[src/rtl/mem_load_stage.sv]
// mem_load_stage: memory stage of an in-order pipeline. Holds one instruction,
// waits for its data-bus response when a request was issued, aligns load data
// and hands the result to writeback. Responses belonging to flushed requests
// are counted and silently dropped when they come back.
// Optional feature: define MS_UNALIGNED_LOAD_EN to add lwl/lwr merging.
module mem_load_stage #(
    parameter int ES_BUS_WD = 77,
    parameter int WS_BUS_WD = 73,
    parameter int CANCEL_W  = 2
) (
    input  logic                 clk,
    input  logic                 resetn,
    input  logic                 ws_allowin,
    output logic                 ms_allowin,
    input  logic                 es_to_ms_valid,
    input  logic [ES_BUS_WD-1:0] es_to_ms_bus,
    output logic                 ms_to_ws_valid,
    output logic [WS_BUS_WD-1:0] ms_to_ws_bus,
    input  logic                 data_data_ok,
    input  logic [31:0]          data_rdata,
    input  logic                 ms_flush,
    output logic                 ms_fwd_valid,
    output logic [4:0]           ms_fwd_dest,
    output logic [31:0]          ms_fwd_data,
    output logic                 ms_fwd_stall
);

    localparam logic [1:0] ST_EMPTY = 2'd0;
    localparam logic [1:0] ST_WAIT  = 2'd1;
    localparam logic [1:0] ST_HOLD  = 2'd2;

    localparam logic [CANCEL_W-1:0] CANCEL_MAX = {CANCEL_W{1'b1}};

    localparam logic [2:0] OP_LB  = 3'd1;
    localparam logic [2:0] OP_LBU = 3'd2;
    localparam logic [2:0] OP_LH  = 3'd3;
    localparam logic [2:0] OP_LHU = 3'd4;
`ifdef MS_UNALIGNED_LOAD_EN
    localparam logic [2:0] OP_LWL = 3'd5;
    localparam logic [2:0] OP_LWR = 3'd6;
`endif

    logic [1:0]           state;
    logic [1:0]           state_next;
    logic [CANCEL_W-1:0]  cancel_cnt;
    logic [ES_BUS_WD-1:0] es_bus_p1;
    logic [31:0]          rdata_p1;

    logic        res_from_mem;
    logic        req_issued;
    logic [1:0]  addr_low;
    logic [2:0]  load_op;
    logic        gr_we;
    logic [4:0]  dest;
    logic [31:0] alu_result;
    logic [31:0] pc;

    logic        accept;
    logic        data_capture;
    logic        data_drop;
    logic        cancel_inc;
    logic        new_req;
    logic [31:0] final_result;
    logic [3:0]  rf_we;

    // Byte/half selection and extension of the returned word; reserved and
    // (when the feature is off) lwl/lwr opcodes fall through to a plain word.
    function automatic logic [31:0] align_load(input logic [2:0]  op,
                                               input logic [1:0]  addr,
                                               input logic [31:0] rdata);
        logic [7:0]  byte_sel;
        logic [15:0] half_sel;
        logic [31:0] result;
        byte_sel = rdata[{addr, 3'b000} +: 8];
        half_sel = addr[1] ? rdata[31:16] : rdata[15:0];
        case (op)
            OP_LB:   result = {{24{byte_sel[7]}}, byte_sel};
            OP_LBU:  result = {24'b0, byte_sel};
            OP_LH:   result = {{16{half_sel[15]}}, half_sel};
            OP_LHU:  result = {16'b0, half_sel};
`ifdef MS_UNALIGNED_LOAD_EN
            OP_LWL: begin
                case (addr)
                    2'd0:    result = {rdata[7:0], 24'b0};
                    2'd1:    result = {rdata[15:0], 16'b0};
                    2'd2:    result = {rdata[23:0], 8'b0};
                    default: result = rdata;
                endcase
            end
            OP_LWR: begin
                case (addr)
                    2'd0:    result = rdata;
                    2'd1:    result = {8'b0, rdata[31:8]};
                    2'd2:    result = {16'b0, rdata[31:16]};
                    default: result = {24'b0, rdata[31:24]};
                endcase
            end
`endif
            default: result = rdata;
        endcase
        return result;
    endfunction

`ifdef MS_UNALIGNED_LOAD_EN
    // Register byte-enables for the partial-word merges.
    function automatic logic [3:0] unaligned_mask(input logic [2:0] op,
                                                  input logic [1:0] addr);
        logic [3:0] mask;
        if (op == OP_LWL) begin
            case (addr)
                2'd0:    mask = 4'b1000;
                2'd1:    mask = 4'b1100;
                2'd2:    mask = 4'b1110;
                default: mask = 4'b1111;
            endcase
        end else begin
            case (addr)
                2'd0:    mask = 4'b1111;
                2'd1:    mask = 4'b0111;
                2'd2:    mask = 4'b0011;
                default: mask = 4'b0001;
            endcase
        end
        return mask;
    endfunction
`endif

    // Saturating up/down update of the outstanding-cancel counter.
    function automatic logic [CANCEL_W-1:0] cancel_update(input logic [CANCEL_W-1:0] cnt,
                                                          input logic inc,
                                                          input logic dec);
        logic [CANCEL_W-1:0] result;
        result = cnt;
        if (dec && !inc) begin
            result = cnt - 1'b1;
        end else if (inc && !dec && cnt != CANCEL_MAX) begin
            result = cnt + 1'b1;
        end
        return result;
    endfunction

    assign {res_from_mem, req_issued, addr_low, load_op, gr_we, dest, alu_result, pc} = es_bus_p1;

    assign new_req      = es_to_ms_bus[75];
    assign ms_allowin   = ((state == ST_EMPTY) || ((state == ST_HOLD) && ws_allowin))
                          && (cancel_cnt == '0);
    assign accept       = es_to_ms_valid && ms_allowin;
    // A response with cancels pending always belongs to a flushed request.
    assign data_drop    = data_data_ok && (cancel_cnt != '0);
    assign data_capture = (state == ST_WAIT) && data_data_ok && (cancel_cnt == '0);
    assign cancel_inc   = ms_flush && (state == ST_WAIT) && !data_data_ok;

    // Next-state selection; a flush overrides everything, including a new accept.
    always_comb begin
        state_next = state;
        if (ms_flush) begin
            state_next = ST_EMPTY;
        end else begin
            case (state)
                ST_EMPTY: if (accept) state_next = new_req ? ST_WAIT : ST_HOLD;
                ST_WAIT:  if (data_capture) state_next = ST_HOLD;
                ST_HOLD:  if (ws_allowin) state_next = accept ? (new_req ? ST_WAIT : ST_HOLD)
                                                              : ST_EMPTY;
                default:  state_next = ST_EMPTY;
            endcase
        end
    end

    // Result formation and register-file byte enables for the held instruction.
    always_comb begin
        final_result = res_from_mem ? align_load(load_op, addr_low, rdata_p1) : alu_result;
        rf_we        = gr_we ? 4'b1111 : 4'b0000;
`ifdef MS_UNALIGNED_LOAD_EN
        if (gr_we && res_from_mem && (load_op == OP_LWL || load_op == OP_LWR)) begin
            rf_we = unaligned_mask(load_op, addr_low);
        end
`endif
    end

    // Control state: FSM and outstanding-cancel counter.
    always_ff @(posedge clk) begin
        if (!resetn) begin
            state      <= ST_EMPTY;
            cancel_cnt <= '0;
        end else begin
            state      <= state_next;
            cancel_cnt <= cancel_update(cancel_cnt, cancel_inc, data_drop);
        end
    end

    // Datapath registers: instruction bus and returned word, no reset needed.
    always_ff @(posedge clk) begin
        if (accept) begin
            es_bus_p1 <= es_to_ms_bus;
        end
        if (data_capture) begin
            rdata_p1 <= data_rdata;
        end
    end

    assign ms_to_ws_valid = (state == ST_HOLD);
    assign ms_to_ws_bus   = {rf_we, dest, final_result, pc};
    assign ms_fwd_valid   = (state != ST_EMPTY) && gr_we;
    assign ms_fwd_dest    = dest;
    assign ms_fwd_data    = final_result;
    assign ms_fwd_stall   = (state == ST_WAIT) && res_from_mem;

endmodule

[config.mk]
export PLATFORM = sky130hd
export DESIGN_NAME = mem_load_stage
export DESIGN_NICKNAME = d
export VERILOG_FILES = /design/src/rtl/mem_load_stage.sv
export SDC_FILE = /design/constraint.sdc
export NUM_CORES = 1
export LEC_CHECK = 0
export BUFFER_PORTS_ARGS = -buffer_cell sky130_fd_sc_hd__buf_4
export CORE_UTILIZATION = 48
export DETAILED_ROUTE_END_ITERATION = 10
export HOLD_SLACK_MARGIN = 0.15
export PLACE_DENSITY = 0.77
export SYNTH_ARGS = -nofsm -noshare
export SYNTH_HDL_FRONTEND = slang
export SYNTH_SLANG_ARGS = --single-unit
[constraint.sdc]
create_clock -name clk -period 6.41 [get_ports clk]
set_clock_uncertainty 0.1 [all_clocks]
set_input_delay 1.282 -clock clk [delete_from_list [all_inputs] [get_ports clk]]
set_output_delay 1.282 -clock clk [all_outputs]
set_load 0.02 [all_outputs]
==> impl_metrics.tcl <==
set metrics [dict create \
    synth_area_per_cell_um2 12.17 \
    antenna_left 0 \
    synth_top_area_share_pct 59.07 \
    status "finished clean" \
    number_of_flops_mapped_to_enable_cells_by_yosys 108 \
    worst_min_delay_path_class "reg -> reg" \
    yosys_warnings 0 \
    initial_antenna_violation_count 0 \
    clk_pin_slew_worst_paths_ps 70 \
    placed_cell_count 717 \
    grt-ovfl-total 0 \
    postCtsSetupBuffers 0 \
    critPathKind "reg -> out" \
    grt_usage_pct 23.48 \
    setup_repair_after_global_routing_missed_its_margin "false" \
    yosys.area_share.xor_xnor_pct 0.6153 \
    r2r_setup_slack_ps 4140 \
    timing_hold_violations_final 0 \
    worstSetupEndpointType "output pin" \
    final_common_cell "sky130_fd_sc_hd__buf_4" \
    filler_cell_count 887 \
    wl_per_cell_um 18.47 \
    synth_top_family_by_area "buffers and inverters" \
    tritoncts.num_buffers 9 \
    final_total_power_mw 1.761 \
    maxClockFrequency_mhz 224.4 \
    die_h_um 109.0 \
    fin_worst_hold_slack_ps 471.7 \
    detailedRoute.firstIterationViolations 332 \
    cp_slowest_cell "sky130_fd_sc_hd__nor2_1" \
    cts_max_level 3 \
    netlist.top_cell.by_area "sky130_fd_sc_hd__edfxtp_1" \
    finalNonFillerCells 732 \
    complex_gate_fraction_of_the_synthesized_area_pct 12.81 \
    cp_data_required_time_ps 5030 \
    post_dp_hpwl_um 9765 \
    die_area_um2 11870 \
    met1_routing_resource_usage_after_global_routing_pct 28.23 \
    critPathMaxFanout 21 \
    ctsLongestPathBuffers 2 \
    fin_nets 703 \
    drt_pre_antenna_iters 5 \
    detail_route.drc_violations 0 \
    critPathMaxStageDelay_ps 800 \
    synth_adder_area_share_pct 0 \
    dieWidth_um 109.0 \
    tightestPinTransition_ps 1111 \
    grt_use_met3_pct 8.428 \
    grt_busiest_layer "met2" \
    grt_pass1_wl_um 20470 \
    vias_in_the_first_global_route 3965 \
    cts_root_buf "sky130_fd_sc_hd__clkbuf_16" \
    power-per-cell-area_nw_per_um2 253.5 \
    postCtsResizedCells 0 \
    fp.coreArea_um2 10980 \
    totalWireLength_um 13520 \
    path_cells "nor2_1, xnor2_2, o311ai_0, buf_4" \
    clkLatencyLatePin_ps 350 \
    commonest_cells_after_routing_fill_and_taps_aside "sky130_fd_sc_hd__buf_4, sky130_fd_sc_hd__edfxtp_1, sky130_fd_sc_hd__nand2_1" \
    port_buffers 228 \
    total_leakage_power_nw 2.766 \
    synth.area.top_cells "sky130_fd_sc_hd__edfxtp_1, sky130_fd_sc_hd__buf_4, sky130_fd_sc_hd__nand2_1" \
    pre_cts_ws_ps 2388 \
    synthesis.nets 566 \
    irDropWorstVdd_v 0.0002196 \
    finalSetupTns_ps 0 \
    area.growth.synth_to_final_pct 26.55 \
    setup.worst_path.start_class "flip-flop" \
    synthMuxAreaShare_pct 0.5925 \
    globalplace.congestion 0.8989 \
    worstPathArrival_ps 3070 \
    cts_sinks 112 \
    diodes 0 \
    post_synth_and_or_nand_nor_area_fraction_pct 10.82 \
    synth-seq-cells 112 \
    number_of_instances_in_the_synthesized_netlist 451 \
    initial_utilization_pct 49.99 \
    relSlewSlack_pct 25.95 \
    crit_path_time_final_ps 4456 \
    largest_net_degree_at_the_start_of_global_routing 80 \
    hold_fix_buffer_count_after_cts 0 \
    global_route.usage.met2_pct 39.71 \
    ratio_of_cells_with_drive_above_1_in_the_final_layout_pct 43.75 \
    cap_viol_max_count 0 \
    ys_types 48 \
    viasPerCell 5.460 \
    ios 229 \
    setup-violations-final 0 \
    final.setup.worst_slack_ps 1954 \
    async_reset_ff_share_pct 0 \
    timing.final.crit_share_pct 69.51 \
    ys.flop_type "sky130_fd_sc_hd__edfxtp_1" \
    synth_cell_area_um2 5490 \
    share_of_synthesized_area_occupied_by_flip_flops_and_latches_pct 60.53 \
    num_rows 38 \
    final-max-slew-violation-count 0 \
    routed-via-count 3997 \
    tritoncts "done" \
]
cell type report:
type | instances | area, um^2 | share of cell area, %
clock buffer | 9 | 225.2 | 3.241
timing repair buffer | 229 | 1719 | 24.74
inverter | 20 | 75.07 | 1.080
clock inverter | 6 | 45.04 | 0.6483
tap | 140 | 175.2 | 2.521
sequential | 112 | 3323 | 47.83
multi-input combinational | 216 | 1385 | 19.94
registers in the layout, summed over array words and instances (netlist names):
register	count
es_bus_p1	76
rdata_p1	32
cancel_cnt	2
state	2
cells in the mapped netlist, types with 7 or more instances:
cell type                  count
sky130_fd_sc_hd__inv_1        20
sky130_fd_sc_hd__nor2_1       23
sky130_fd_sc_hd__o32ai_1       7
sky130_fd_sc_hd__o311ai_0     13
sky130_fd_sc_hd__a31oi_1      16
sky130_fd_sc_hd__a41oi_1       7
sky130_fd_sc_hd__a22oi_1       7
sky130_fd_sc_hd__clkbuf_1     14
sky130_fd_sc_hd__buf_4        78
sky130_fd_sc_hd__o21ai_0      12
sky130_fd_sc_hd__nand2_1      45
sky130_fd_sc_hd__o311ai_1      8
sky130_fd_sc_hd__or2_2         7
sky130_fd_sc_hd__edfxtp_1    108
sky130_fd_sc_hd__nand4_1       8
sky130_fd_sc_hd__nor3b_1       8
sky130_fd_sc_hd__o211ai_1      7
path summary, 6_finish.rpt:
kind | cells after the start | to | start
worst max-delay path | 4 | ms_to_ws_bus[49] | es_bus_p1[71]$_DFFE_PN_
worst min-delay path | 2 | cancel_cnt[0]$_SDFFE_PN0P_ | cancel_cnt[1]$_SDFFE_PN0P_
worst max register to register | 4 | state[0]$_SDFFE_PP0P_ | cancel_cnt[1]$_SDFFE_PN0P_
worst min register to register | 2 | cancel_cnt[0]$_SDFFE_PN0P_ | cancel_cnt[1]$_SDFFE_PN0P_
routing by layer:
metal | routed length (um) | vias to the layer above
met5 | 0 | -
met4 | 206 | 0
met3 | 1395 | 19
li1 | - | 1868
met1 | 5027 | 1877
met2 | 6889 | 233
power by group:
part           internal (mW)  switching [mW]
registers              0.849          0.0265
logic                  0.161           0.206
clock network          0.264           0.256
metrics by stage:
stage	area [um^2]	util [%]
floorplan	5490	-
global placement	6678	60.80
detailed placement	6678	60.80
CTS	6948	63.26
global route	6948	63.26
finish	6948	63.26
worst max-delay path: cells and delay by family, from the launching register on:
kind,cells,cell delay (ps)
DFF,1,580
AOI/OAI and AO/OA,1,610
xor gates and xnor gates,1,470
and+or+nand+nor,1,800
buffers and inverters,1,240
kinds of logic after synthesis:
kind of cell / count (synthesis)
buffers and inverters: 123
AOI/OAI and AO/OA: 92
DFF: 112
xor gates and xnor gates: 3
and+or+nand+nor: 119
muxes: 2
(Power assumes the default switching activity.)
